$ cat src/rtl/ir_dram_loader_if.sv
// Bus bundle between the CTL diag decode / IR DRAM port and the DRAM loader sequencer.
// Vectors are [N-1:0]; DEC-numbered bit k of a word is index (width-1-k).
interface ir_dram_loader_if #(
    parameter int ADDR_BITS  = 9,
    parameter int DATA_WIDTH = 15
);
    logic                  diagStrobe;
    logic [2:0]            diagFunc;
    logic [ADDR_BITS-1:0]  diagData;
    logic [ADDR_BITS-1:0]  dramAddr;
    logic [DATA_WIDTH-1:0] dramDin;
    logic                  dramWe;
    logic [DATA_WIDTH-1:0] dramDout;
    logic                  holdLoadDram;
    logic                  busy;
    logic [DATA_WIDTH-1:0] rdData;
    logic                  errPar;
    logic                  errVerify;
    logic                  errOverrun;
    logic                  addrWrap;

    modport slave (
        input  diagStrobe, diagFunc, diagData, dramDout,
        output dramAddr, dramDin, dramWe, holdLoadDram, busy, rdData,
               errPar, errVerify, errOverrun, addrWrap
    );

    modport master (
        output diagStrobe, diagFunc, diagData, dramDout,
        input  dramAddr, dramDin, dramWe, holdLoadDram, busy, rdData,
               errPar, errVerify, errOverrun, addrWrap
    );
endinterface

$ cat src/rtl/ir_dram_loader.sv
// Diagnostic sequencer that stages, parity-checks, writes and verifies IR dispatch RAM words.
// Word layout (DEC bits 0..14): A[0:2] B[0:2] PAR J[1:4] J[7:10]; DEC bit 0 is the MSB here.
module ir_dram_loader #(
    parameter int ADDR_BITS  = 9,
    parameter int DATA_WIDTH = 15,
    parameter bit VERIFY     = 1'b1
) (
    input  logic                 clk,
    input  logic                 CROBAR,
    ir_dram_loader_if.slave      bus
);
    typedef enum logic [2:0] {
        S_IDLE, S_WRITE, S_RDWAIT, S_CHECK, S_INC, S_READ, S_RDCAP
    } state_e;

    typedef enum logic [2:0] {
        F_SETADR = 3'b000, F_LDAB, F_LDJ, F_WRITE, F_READ, F_CLRERR, F_RSVD6, F_RSVD7
    } func_e;

    state_e                state_q, state_d;
    func_e                 func;
    logic [ADDR_BITS-1:0]  addr_q, addr_d;
    logic [DATA_WIDTH-1:0] stage_q, stage_d;
    logic [DATA_WIDTH-1:0] rd_q, rd_d;
    logic                  par_q, par_d;
    logic                  ver_q, ver_d;
    logic                  ovr_q, ovr_d;
    logic                  wrap_q, wrap_d;

    assign func = func_e'(bus.diagFunc);

    always_comb begin
        state_d = state_q;
        addr_d  = addr_q;
        stage_d = stage_q;
        rd_d    = rd_q;
        par_d   = par_q;
        ver_d   = ver_q;
        ovr_d   = ovr_q;
        wrap_d  = wrap_q;
        case (state_q)
            S_IDLE: begin
                if (bus.diagStrobe) begin
                    case (func)
                        F_SETADR: addr_d = bus.diagData;
                        F_LDAB:   stage_d[DATA_WIDTH-1 -: 6] = bus.diagData[5:0];
                        F_LDJ:    stage_d[ADDR_BITS-1:0] = bus.diagData;
                        F_WRITE: begin
                            if (^stage_q) state_d = S_WRITE;
                            else          par_d   = 1'b1;
                        end
                        F_READ:   state_d = S_READ;
                        F_CLRERR: begin
                            par_d  = 1'b0;
                            ver_d  = 1'b0;
                            ovr_d  = 1'b0;
                            wrap_d = 1'b0;
                        end
                        default: ;
                    endcase
                end
            end
            S_WRITE:  state_d = VERIFY ? S_RDWAIT : S_INC;
            S_RDWAIT: state_d = S_CHECK;
            S_CHECK: begin
                rd_d = bus.dramDout;
                if (bus.dramDout != stage_q) ver_d = 1'b1;
                state_d = S_INC;
            end
            S_INC: begin
                addr_d = addr_q + 1'b1;
                if (addr_q == '1) wrap_d = 1'b1;
                state_d = S_IDLE;
            end
            // Sync RAM: address is sampled at the end of READ, data captured in RDCAP.
            S_READ:   state_d = S_RDCAP;
            S_RDCAP: begin
                rd_d    = bus.dramDout;
                state_d = S_IDLE;
            end
            default:  state_d = S_IDLE;
        endcase
        if (bus.diagStrobe && state_q != S_IDLE) ovr_d = 1'b1;
    end

    always_ff @(posedge clk or posedge CROBAR) begin
        if (CROBAR) begin
            state_q <= S_IDLE;
            addr_q  <= '0;
            stage_q <= '0;
            rd_q    <= '0;
            par_q   <= 1'b0;
            ver_q   <= 1'b0;
            ovr_q   <= 1'b0;
            wrap_q  <= 1'b0;
        end else begin
            state_q <= state_d;
            addr_q  <= addr_d;
            stage_q <= stage_d;
            rd_q    <= rd_d;
            par_q   <= par_d;
            ver_q   <= ver_d;
            ovr_q   <= ovr_d;
            wrap_q  <= wrap_d;
        end
    end

    // Outputs decode straight from state so reset drops dramWe without a clock.
    assign bus.dramAddr     = addr_q;
    assign bus.dramDin      = stage_q;
    assign bus.dramWe       = (state_q == S_WRITE);
    assign bus.busy         = (state_q != S_IDLE);
    assign bus.holdLoadDram = (state_q != S_IDLE);
    assign bus.rdData       = rd_q;
    assign bus.errPar       = par_q;
    assign bus.errVerify    = ver_q;
    assign bus.errOverrun   = ovr_q;
    assign bus.addrWrap     = wrap_q;
endmodule

$ cat src/flat_wrapper.sv
// flat-port wrapper written by rule: the top's interface ports become plain ports
module ir_dram_loader_flat 
#(
    parameter int ADDR_BITS  = 9,
    parameter int DATA_WIDTH = 15,
    parameter bit VERIFY     = 1'b1
)
  (clk, CROBAR, bus_diagStrobe, bus_diagFunc, bus_diagData, bus_dramDout, bus_dramAddr, bus_dramDin, bus_dramWe, bus_holdLoadDram, bus_busy, bus_rdData, bus_errPar, bus_errVerify, bus_errOverrun, bus_addrWrap);
  ir_dram_loader_if #(.ADDR_BITS(ADDR_BITS), .DATA_WIDTH(DATA_WIDTH)) bus_i ();
  input  logic clk;
  input  logic CROBAR;
  input wire logic [$bits(bus_i.diagStrobe)-1:0] bus_diagStrobe;
  input wire logic [$bits(bus_i.diagFunc)-1:0] bus_diagFunc;
  input wire logic [$bits(bus_i.diagData)-1:0] bus_diagData;
  input wire logic [$bits(bus_i.dramDout)-1:0] bus_dramDout;
  output wire logic [$bits(bus_i.dramAddr)-1:0] bus_dramAddr;
  output wire logic [$bits(bus_i.dramDin)-1:0] bus_dramDin;
  output wire logic [$bits(bus_i.dramWe)-1:0] bus_dramWe;
  output wire logic [$bits(bus_i.holdLoadDram)-1:0] bus_holdLoadDram;
  output wire logic [$bits(bus_i.busy)-1:0] bus_busy;
  output wire logic [$bits(bus_i.rdData)-1:0] bus_rdData;
  output wire logic [$bits(bus_i.errPar)-1:0] bus_errPar;
  output wire logic [$bits(bus_i.errVerify)-1:0] bus_errVerify;
  output wire logic [$bits(bus_i.errOverrun)-1:0] bus_errOverrun;
  output wire logic [$bits(bus_i.addrWrap)-1:0] bus_addrWrap;
  assign bus_i.diagStrobe = bus_diagStrobe;
  assign bus_i.diagFunc = bus_diagFunc;
  assign bus_i.diagData = bus_diagData;
  assign bus_i.dramDout = bus_dramDout;
  assign bus_dramAddr = bus_i.dramAddr;
  assign bus_dramDin = bus_i.dramDin;
  assign bus_dramWe = bus_i.dramWe;
  assign bus_holdLoadDram = bus_i.holdLoadDram;
  assign bus_busy = bus_i.busy;
  assign bus_rdData = bus_i.rdData;
  assign bus_errPar = bus_i.errPar;
  assign bus_errVerify = bus_i.errVerify;
  assign bus_errOverrun = bus_i.errOverrun;
  assign bus_addrWrap = bus_i.addrWrap;
  ir_dram_loader #(.ADDR_BITS(ADDR_BITS), .DATA_WIDTH(DATA_WIDTH), .VERIFY(VERIFY)) u_core (.clk(clk), .CROBAR(CROBAR), .bus(bus_i));
endmodule
$ cat config.mk
export PLATFORM = sky130hd
export DESIGN_NAME = ir_dram_loader_flat
export DESIGN_NICKNAME = d
export VERILOG_FILES = /design/src/rtl/ir_dram_loader_if.sv /design/src/rtl/ir_dram_loader.sv /design/src/flat_wrapper.sv
export SDC_FILE = /design/constraint.sdc
export NUM_CORES = 1
export LEC_CHECK = 0
export CORE_MARGIN = 5
export CORE_UTILIZATION = 42
export DETAILED_ROUTE_END_ITERATION = 8
export GPL_TIMING_DRIVEN = 0
export PLACE_DENSITY_LB_ADDON = 0.3
export SLEW_MARGIN = 20
export SYNTH_ARGS = -nofsm -noshare
export SYNTH_HDL_FRONTEND = slang
export SYNTH_SLANG_ARGS = --single-unit
$ cat constraint.sdc
create_clock -name clk -period 1.5 [get_ports clk]
set_input_delay 0.45 -clock clk [delete_from_list [all_inputs] [get_ports clk]]
set_output_delay 0.45 -clock clk [all_outputs]
set_load 0.01 [all_outputs]
# Yosys cells after proc, flatten, opt, wreduce, memory -nomap -nowiden
# Index checks and enable logic that the tools add are counted.
[word_totals]
register_bits = 46
latch_bits = 0
mem_bits_rw = 0
romBits = 0
in_bits = 30
out_inout_bits = 46
word_cells = 68
memories = 0
[classes]
add_sub_neg = 1
mul = 0
div = 0
magnitude_cmp = 0
n_eq_ne = 21
shifts = 0
muxes = 17
bitwise_logic = 0
reduce_logical = 20
[op_table]
columns = ["cell", "count"]
rows = [
  ["2-to-1 mux 9 bit", 2],
  ["one-hot mux 9 bit (2 select lines)", 1],
  ["== test 3 bit, second input constant", 5],
  ["inequality test 15 bit", 1],
  ["one-hot mux 3 bit (5 select lines)", 1],
  ["AND reduction 3 bit", 5],
  ["XOR reduction 15 bit", 1],
  ["== test 3 x 2 -> 1 bit, second input constant", 4],
  ["AND reduction 4 bit", 3],
  ["nonzero test 2 bit", 6],
  ["adder 9 x 1 -> 9 bit, second input constant", 1],
  ["== test 9 bit, second input constant", 1],
  ["inequality test 2 bit, second input constant", 4],
  ["2-to-1 mux 1 bit", 7],
  ["== test 3 x 1 -> 1 bit, second input constant", 2],
  ["zero test 3 bit", 2],
  ["2-to-1 mux 3 bit", 2],
  ["one-hot mux 1 bit (2 select lines)", 3],
  ["one-hot mux 3 bit (2 select lines)", 1],
  ["inequality test 2 x 1 -> 1 bit, second input constant", 2],
  ["inequality test 3 x 2 -> 1 bit, second input constant", 1],
  ["inequality test 3 bit, second input constant", 1],
  ["nonzero test 3 bit", 1],
  ["OR reduction 2 bit", 1],
  ["logical AND 1 bit", 1],
]

# Logic depth before layout (Yosys ltp)
# Gate-level depths: netlist of run 1.
[depth]
ltp_word = 5
ltp_mapped = 7
ltp_nobuf = 7

# Worst setup path before layout of run 1
# No wires, ideal clock.
[synth_path]
kind = "register to output"
from = "register u_core.state_q[1]"
to = "output port bus_holdLoadDram"
arrival_time_ps = 1177
t_required_ps = 1050
setup_slack_ps = -127
path_stages_with_launch = 4
n_path_buf = 2
cell_sequence = "dfrtp_1 -> buf_2 -> or3_1 -> buf_4"
[synth_between]
elab_chain_cells = 1
[synth_rtl]
columns = ["item", "line_no", "rtl"]
rows = [
  ["start, declared", "ir_dram_loader.sv:20", "state_e state_q, state_d;"],
  ["start signal, assigned", "ir_dram_loader.sv:97", "state_q <= state_d;"],
  ["nonzero test 3 bit", "--", ""],
  ["end, declared", "flat_wrapper.sv:19", "output wire logic [$bits(bus_i.holdLoadDram)-1:0] bus_holdLoadDram;"],
]
# Every way passes these cells.

# Worst setup path after layout of run 1
[layout_path]
from = "register u_core.state_q[1]"
to = "output port bus_holdLoadDram"
[layout_between]
elab_chain_cells = 1
[layout_rtl]
columns = ["item", "line_no", "rtl"]
rows = [
  ["nonzero test 3 bit", "ir_dram_loader.sv:113", "assign bus.holdLoadDram = (state_q != S_IDLE);"],
]
# Every way passes these cells.

==> impl_metrics.env, run 1 <==
export IMPL_synthArstFlopShare_pct=100
export IMPL_p_leak_nw=1.86
export IMPL_antenna_found_initial=0
export IMPL_drt_drc_violations_left=0
export IMPL_timing_hold_ws_ns=0.435
export IMPL_synth_seq_cells=46
export IMPL_instances_no_fill=409
export IMPL_ctsRootBufferMaster="clkbuf_8"
export IMPL_place_ws_ns=-0.753
export IMPL_place_inst=357
export IMPL_grt_max_degree=47
export IMPL_fin_nets=368
export IMPL_worst_path_buf_inv=3
export IMPL_cp_common_cell="buf_6"
export IMPL_rsz0062_at_grt="true"
export IMPL_regArea_um2=1160
export IMPL_fillers=387
export IMPL_violations="setup timing"
export IMPL_overflow=0
export IMPL_synth_top_area_cell="dfrtp_1"
export IMPL_cts_tree="built"
export IMPL_areaGrowthSynthToFinish_pct=70.6
export IMPL_max_slew_margin_pct=76.4
export IMPL_clk_latency_ns=0.31
export IMPL_synth_cells=210
export IMPL_clkTransAtPathRegs_ns=0.09
export IMPL_ios=76
export IMPL_row_count=27
export IMPL_routed_wl_mm=8.05
export IMPL_start_util_pct=43.4
export IMPL_vias=2241
export IMPL_p_per_area_nw_per_um2=2420
export IMPL_arrival_ns=1.43
export IMPL_layout_common_cells="39 x dfrtp_1, 38 x dlygate4sd2_1, 33 x buf_4"
export IMPL_ys_warn_count=0
export IMPL_max_cap_violations=0
export IMPL_grt_pass1_wl_mm=11.1
export IMPL_critPathMaxStageDelay_ns=0.40
export IMPL_hold_violations=0
export IMPL_setup_worst_path_start_class="register"
export IMPL_syn_nets=242
export IMPL_min_path_type="primary input to async pin"
export IMPL_first_iter_violations=134
export IMPL_final_common_cell="dfrtp_1"
export IMPL_vias_per_cell=5.48
export IMPL_cp_top_family="flip-flops"
export IMPL_ir_worst_vdd_mv=1.65
export IMPL_synth_edf_count=0
export IMPL_cp_max_fo=3
export IMPL_cts_buffers=5
export IMPL_dr_pass1_iters=4
export IMPL_htree_levels=2
export IMPL_antenna_cells=0
export IMPL_cts_sinks=46
export IMPL_post_route_period_util_pct=126
export IMPL_required_ns=1.05
export IMPL_die_x_um=85.7
export IMPL_grt_pass1_vias=2202
export IMPL_synth_ff_type="dfrtp_1"
export IMPL_setup_ws_ns=-0.384
export IMPL_crit_type="register to primary output"
export IMPL_ant_nets=0
export IMPL_die_h_um=85.7
export IMPL_fin_skew_ns=0.0109
export IMPL_dieArea_um2=7340
export IMPL_fmax_mhz=531
export IMPL_place_hpwl_mm=4.40
export IMPL_clock_path_buffers=2
export IMPL_post_route_util_pct=74.1
export IMPL_drive_gt1_share_pct=47.2
export IMPL_outcome="complete, but fails checks"
export IMPL_slowest_stage="dfrtp_1"
export IMPL_core_um2=5540
export IMPL_setup_tns_final_ns=-5.35
export IMPL_synthTopCellsByArea="dfrtp_1 48%, mux2_2 15%, xnor2_1 5.8%"
export IMPL_holdBufCountCts=0
export IMPL_slew_violations=0
export IMPL_place_congestion=0.809
export IMPL_worst_slew_pin_slew_ns=0.353
export IMPL_avgSynthCellArea_um2=11.5
export IMPL_portBuffers=75
export IMPL_endpoint_kind="primary output"
export IMPL_ys_seq_area_share_pct=47.8
export IMPL_wl_per_cell_um=19.7
export IMPL_ys_types=42
export IMPL_syn_area_um2=2410
export IMPL_multiInputGateArea_um2=1550
export IMPL_period_minus_slack_ns=1.88
export IMPL_grtUsageTotal_pct=19.2
export IMPL_setup_viol=43
export IMPL_netlist_area_leader_share_pct=47.8
export IMPL_path_cells="buf_6 > or3_4 > buf_6 > buf_6"
==> area by class of cell <==
class	instances	share of cell area [%]
clock buffers	6	1.77
multi-input cells	152	37.7
well taps	72	2.20
flip-flops and latches	46	28.3
repair buffers	119	26.6
clock inverters	2	0.915
plain buffers	6	1.86
inverters	6	0.701
==> synthesized netlist by cell type (2+ instances only) <==
cell     number
mux2_2       31
o21ai_0       9
ha_1          2
nor2b_1       3
o21ai_2       2
o22ai_1       3
dfrtp_1      46
nand3_1       5
nor2_1       11
buf_4         3
nand4_1       2
a21oi_1       8
xnor2_1      16
inv_1         5
nor4_1        3
a31oi_1       3
nor4b_4       2
nand2_1      17
xor2_1       13
buf_2         4
==> report_power, final <==
part / total [mW] / internal [mW] / switching [mW] / leakage (nW)
Combinational: 6.61 / 3.66 / 2.95 / 1.28
Clock: 0.946 / 0.498 / 0.448 / 0.0514
Sequential: 2.37 / 1.88 / 0.493 / 0.535
Total: 9.92 / 6.03 / 3.89 / 1.86
==> worst register-to-register path, delay by kind of cell (launching register included) <==
family                 cells  cell delay [ns]
buffers and inverters      4             0.57
and+or+nand+nor            2             0.43
DFF                        1             0.40
AOI/OAI and AO/OA          2             0.23
==> layer usage <==
layer / share of wire (%) / global-route usage (%) / up-vias
li1: - / - / 1002
met1: 39 / 24.1 / 1117
met2: 52 / 32.9 / 97
met3: 6.7 / 4.23 / 25
met4: 2.3 / 5.76 / 0
met5: 0 / 0 / -
==> logic make-up (layout without fill, tap and decap cells) <==
family	count (synthesis)	after routing	share of synthesized area, %
AOI/OAI and AO/OA	35	35	9.73
xor gates and xnor gates	29	29	10.6
adders and majority gates	2	2	1.04
buffers and inverters	13	139	2.70
DFF	46	46	47.8
muxes	32	32	15.0
and+or+nand+nor	53	54	13.2
==> metrics by stage <==
stage          cell area, µm²  power (mW)
2_1_floorplan            2430        5.05
3_3_place_gp             3270        6.78
3_5_place_dp             3270        6.86
4_1_cts                  3680        8.23
5_1_grt                  4100        10.5
6_report                 4100        9.92
==> state kept, by name (all words and copies together) (netlist names) <==
register and count:
u_core.bus.dramDin 15, u_core.bus.errOverrun 1, u_core.state_q 3, u_core.bus.rdData 15
u_core.bus.dramAddr 9, u_core.bus.addrWrap 1, u_core.bus.errVerify 1, u_core.bus.errPar 1
==> final timing paths <==
path	start	end	slack (ns)	cells after the start
setup / recovery	u_core.state_q[1]$_DFFE_PP0P_	bus_holdLoadDram	-0.38	4
hold / removal	CROBAR	u_core.bus.rdData[13]$_DFFE_PP0P_	0.43	2
setup reg to reg	u_core.state_q[1]$_DFFE_PP0P_	u_core.bus.dramAddr[2]$_DFFE_PP0P_	-0.25	8
hold reg to reg	u_core.bus.addrWrap$_DFFE_PP0P_	u_core.bus.addrWrap$_DFFE_PP0P_	0.49	2
max in group asynchronous	CROBAR	u_core.bus.dramDin[8]$_DFFE_PP0P_	0.58	3
min in group clk	bus_diagFunc[2]	u_core.bus.errPar$_DFFE_PP0P_	0.47	2
==> repair_timing <==
item | CTS | global route
setup buffers | 27 | 17
setup endpoints to repair | 90 | 49
gates resized for setup | 114 | 86
pin swaps | 16 | 18
gates cloned | 1 | 2
No activity file was read; power rests on OpenSTA's default activity.
==> inputs of run 2 (changes only) <==
==> constraint.sdc (replaced) <==
create_clock -name clk -period 1.5 [get_ports clk]
set_input_delay 0.3 -clock clk [delete_from_list [all_inputs] [get_ports clk]]
set_output_delay 0.3 -clock clk [all_outputs]
set_load 0.01 [all_outputs]
==> run 2 against run 1 <==
Against the previous run: the run still ends with setup timing left; sequential power grew 4%; flip-flop and latch count did not move; final area shrank 0.67%; sequential share of layout area is 0.16 points higher; core utilization fell by 0.50 points; register-to-register slack better by 0.03 ns; critical path type unchanged.
==> impl_metrics.env, run 2 (synthesis gave the netlist of run 1 again) <==
export IMPL_row_count=27
export IMPL_drt_drc_violations_left=0
export IMPL_path_cells="buf_6 > or3_4 > buf_6 > buf_6"
export IMPL_ant_nets=0
export IMPL_start_util_pct=43.4
export IMPL_fin_nets=366
export IMPL_overflow=0
export IMPL_antenna_cells=0
export IMPL_hold_violations=0
export IMPL_layout_common_cells="41 x dlygate4sd2_1, 40 x dfrtp_1, 26 x buf_4"
export IMPL_cts_tree="built"
export IMPL_dieArea_um2=7340
export IMPL_fin_skew_ns=0.00463
export IMPL_place_hpwl_mm=4.52
export IMPL_cts_sinks=46
export IMPL_grt_max_degree=25
export IMPL_fmax_mhz=567
export IMPL_holdBufCountCts=0
export IMPL_grt_pass1_vias=2206
export IMPL_clk_latency_ns=0.30
export IMPL_ios=76
export IMPL_htree_levels=2
export IMPL_reg2reg_slack_ns=-0.22
export IMPL_period_minus_slack_ns=1.76
export IMPL_slowest_stage="dfrtp_1"
export IMPL_dr_pass1_iters=4
export IMPL_crit_type="register to primary output"
export IMPL_rsz0062_at_grt="true"
export IMPL_vias=2185
export IMPL_cp_common_cell="buf_6"
export IMPL_ctsRootBufferMaster="clkbuf_8"
export IMPL_setup_worst_path_start_class="register"
export IMPL_cts_buffers=5
export IMPL_grtUsageTotal_pct=19.8
export IMPL_crit_path_end="bus_holdLoadDram"
export IMPL_ir_worst_vdd_mv=1.22
export IMPL_antenna_found_initial=0
export IMPL_timing_hold_ws_ns=0.359
export IMPL_critPathMaxStageDelay_ns=0.42
export IMPL_place_ws_ns=-0.609
export IMPL_cp_top_family="flip-flops"
export IMPL_die_h_um=85.7
export IMPL_drive_gt1_share_pct=41.6
export IMPL_ff2ff_path_depth=5
export IMPL_max_slew_margin_pct=63.8
export IMPL_p_leak_nw=1.91
export IMPL_slew_violations=0
export IMPL_crit_path_start="u_core.state_q[1]$_DFFE_PP0P_"
export IMPL_cp_max_fo=3
export IMPL_violations="setup timing"
export IMPL_arrival_ns=1.46
export IMPL_first_iter_violations=116
export IMPL_setup_ws_ns=-0.264
export IMPL_wl_per_cell_um=19.2
export IMPL_clock_path_buffers=2
export IMPL_place_congestion=0.820
export IMPL_routed_wl_mm=7.78
export IMPL_clkTransAtPathRegs_ns=0.09
export IMPL_vias_per_cell=5.38
export IMPL_post_route_period_util_pct=118
export IMPL_endpoint_kind="primary output"
export IMPL_setup_viol=40
export IMPL_die_x_um=85.7
export IMPL_timing_rr_start="u_core.state_q[2]$_DFFE_PP0P_"
export IMPL_p_per_area_nw_per_um2=2370
export IMPL_rr_endpoint="u_core.bus.dramDin[5]$_DFFE_PP0P_"
export IMPL_areaGrowthSynthToFinish_pct=69.4
export IMPL_grt_pass1_wl_mm=11.3
export IMPL_final_common_cell="dlygate4sd2_1"
export IMPL_portBuffers=75
export IMPL_required_ns=1.20
export IMPL_worst_slew_pin_slew_ns=0.542
export IMPL_outcome="complete, but fails checks"
export IMPL_critical_path_cell_count=4
export IMPL_core_um2=5540
export IMPL_max_cap_violations=0
export IMPL_worst_path_buf_inv=3
export IMPL_min_path_type="primary input to async pin"
run 2: cell types whose count changed in the layout (fill, tap and decap cells not counted), sizes merged:
cell and delta:
buf -8, dlymetal6s2s +7, clkdlybuf4s15 -4, dlygate4sd2 +3, clkbuf -2, clkdlybuf4s50 +2, clkinvlp -2, inv +1
run 2: where the power goes:
part / internal [mW] / total, mW / leakage, nW / switching [mW]
logic: 3.47 / 6.26 / 1.32 / 2.79
clock network: 0.533 / 0.957 / 0.0573 / 0.424
registers: 1.87 / 2.46 / 0.535 / 0.588
total: 5.88 / 9.68 / 1.91 / 3.80
run 2: metrics by stage:
stage               util (%)  area, µm²  std cells  TNS [ns]  power [mW]
finish                  73.6       4080        406     -5.34        9.68
global route            73.6       4080        406     -7.10        10.2
CTS                     68.4       3790        395     -3.84        8.45
detailed placement      59.5       3290        358    -17.00        6.86
global placement        59.0       3270        357    -56.42        6.76
floorplan                  -       2430        210    -0.453        5.03
run 2: cell type report:
cell class	instances	area [µm²]
Inverter	6	22.5
Clock buffer	6	82.6
Timing Repair Buffer	116	1100
Fill cell	396	1460
Sequential cell	46	1160
Tap cell	72	90.1
Clock inverter	1	30.0
Buffer	7	78.8
Multi-Input combinational cell	152	1510
run 2: worst min path at each step:
stage | cells past startpoint | to | from
2_1_floorplan | 1 | u_core.bus.errPar$_DFFE_PP0P_ | bus_diagFunc[2]
3_3_place_gp | 1 | u_core.bus.rdData[8]$_DFFE_PP0P_ | u_core.bus.rdData[8]$_DFFE_PP0P_
3_5_place_dp | 1 | u_core.bus.errOverrun$_DFFE_PP0P_ | u_core.bus.errOverrun$_DFFE_PP0P_
4_1_cts | 2 | u_core.bus.rdData[0]$_DFFE_PP0P_ | CROBAR
5_1_grt | 2 | u_core.bus.rdData[4]$_DFFE_PP0P_ | CROBAR
6_report | 2 | u_core.bus.rdData[5]$_DFFE_PP0P_ | CROBAR
run 2: per-layer routing:
layer / global-route usage (%) / part of all wire [%] / vias up
met5: 0 / 0 / -
met3: 4.71 / 6.2 / 21
li1: - / - / 994
met1: 24.3 / 40 / 1074
met4: 8.78 / 2.9 / 0
met2: 33.2 / 51 / 96
run 2: worst reg2reg max path: stages, from the launching register on:
cell,delay (ns)
dfrtp_2,0.44
buf_6,0.14
nor4b_4,0.31
buf_4,0.21
nand4_4,0.16
mux2_2,0.34
run 2: repair_timing:
action / CTS / global route
setup endpoints to repair: 76 / 54
gates resized for setup: 110 / 53
gates cloned: 3 / 0
buffers inserted: 27 / 13
pin swaps: 22 / 17
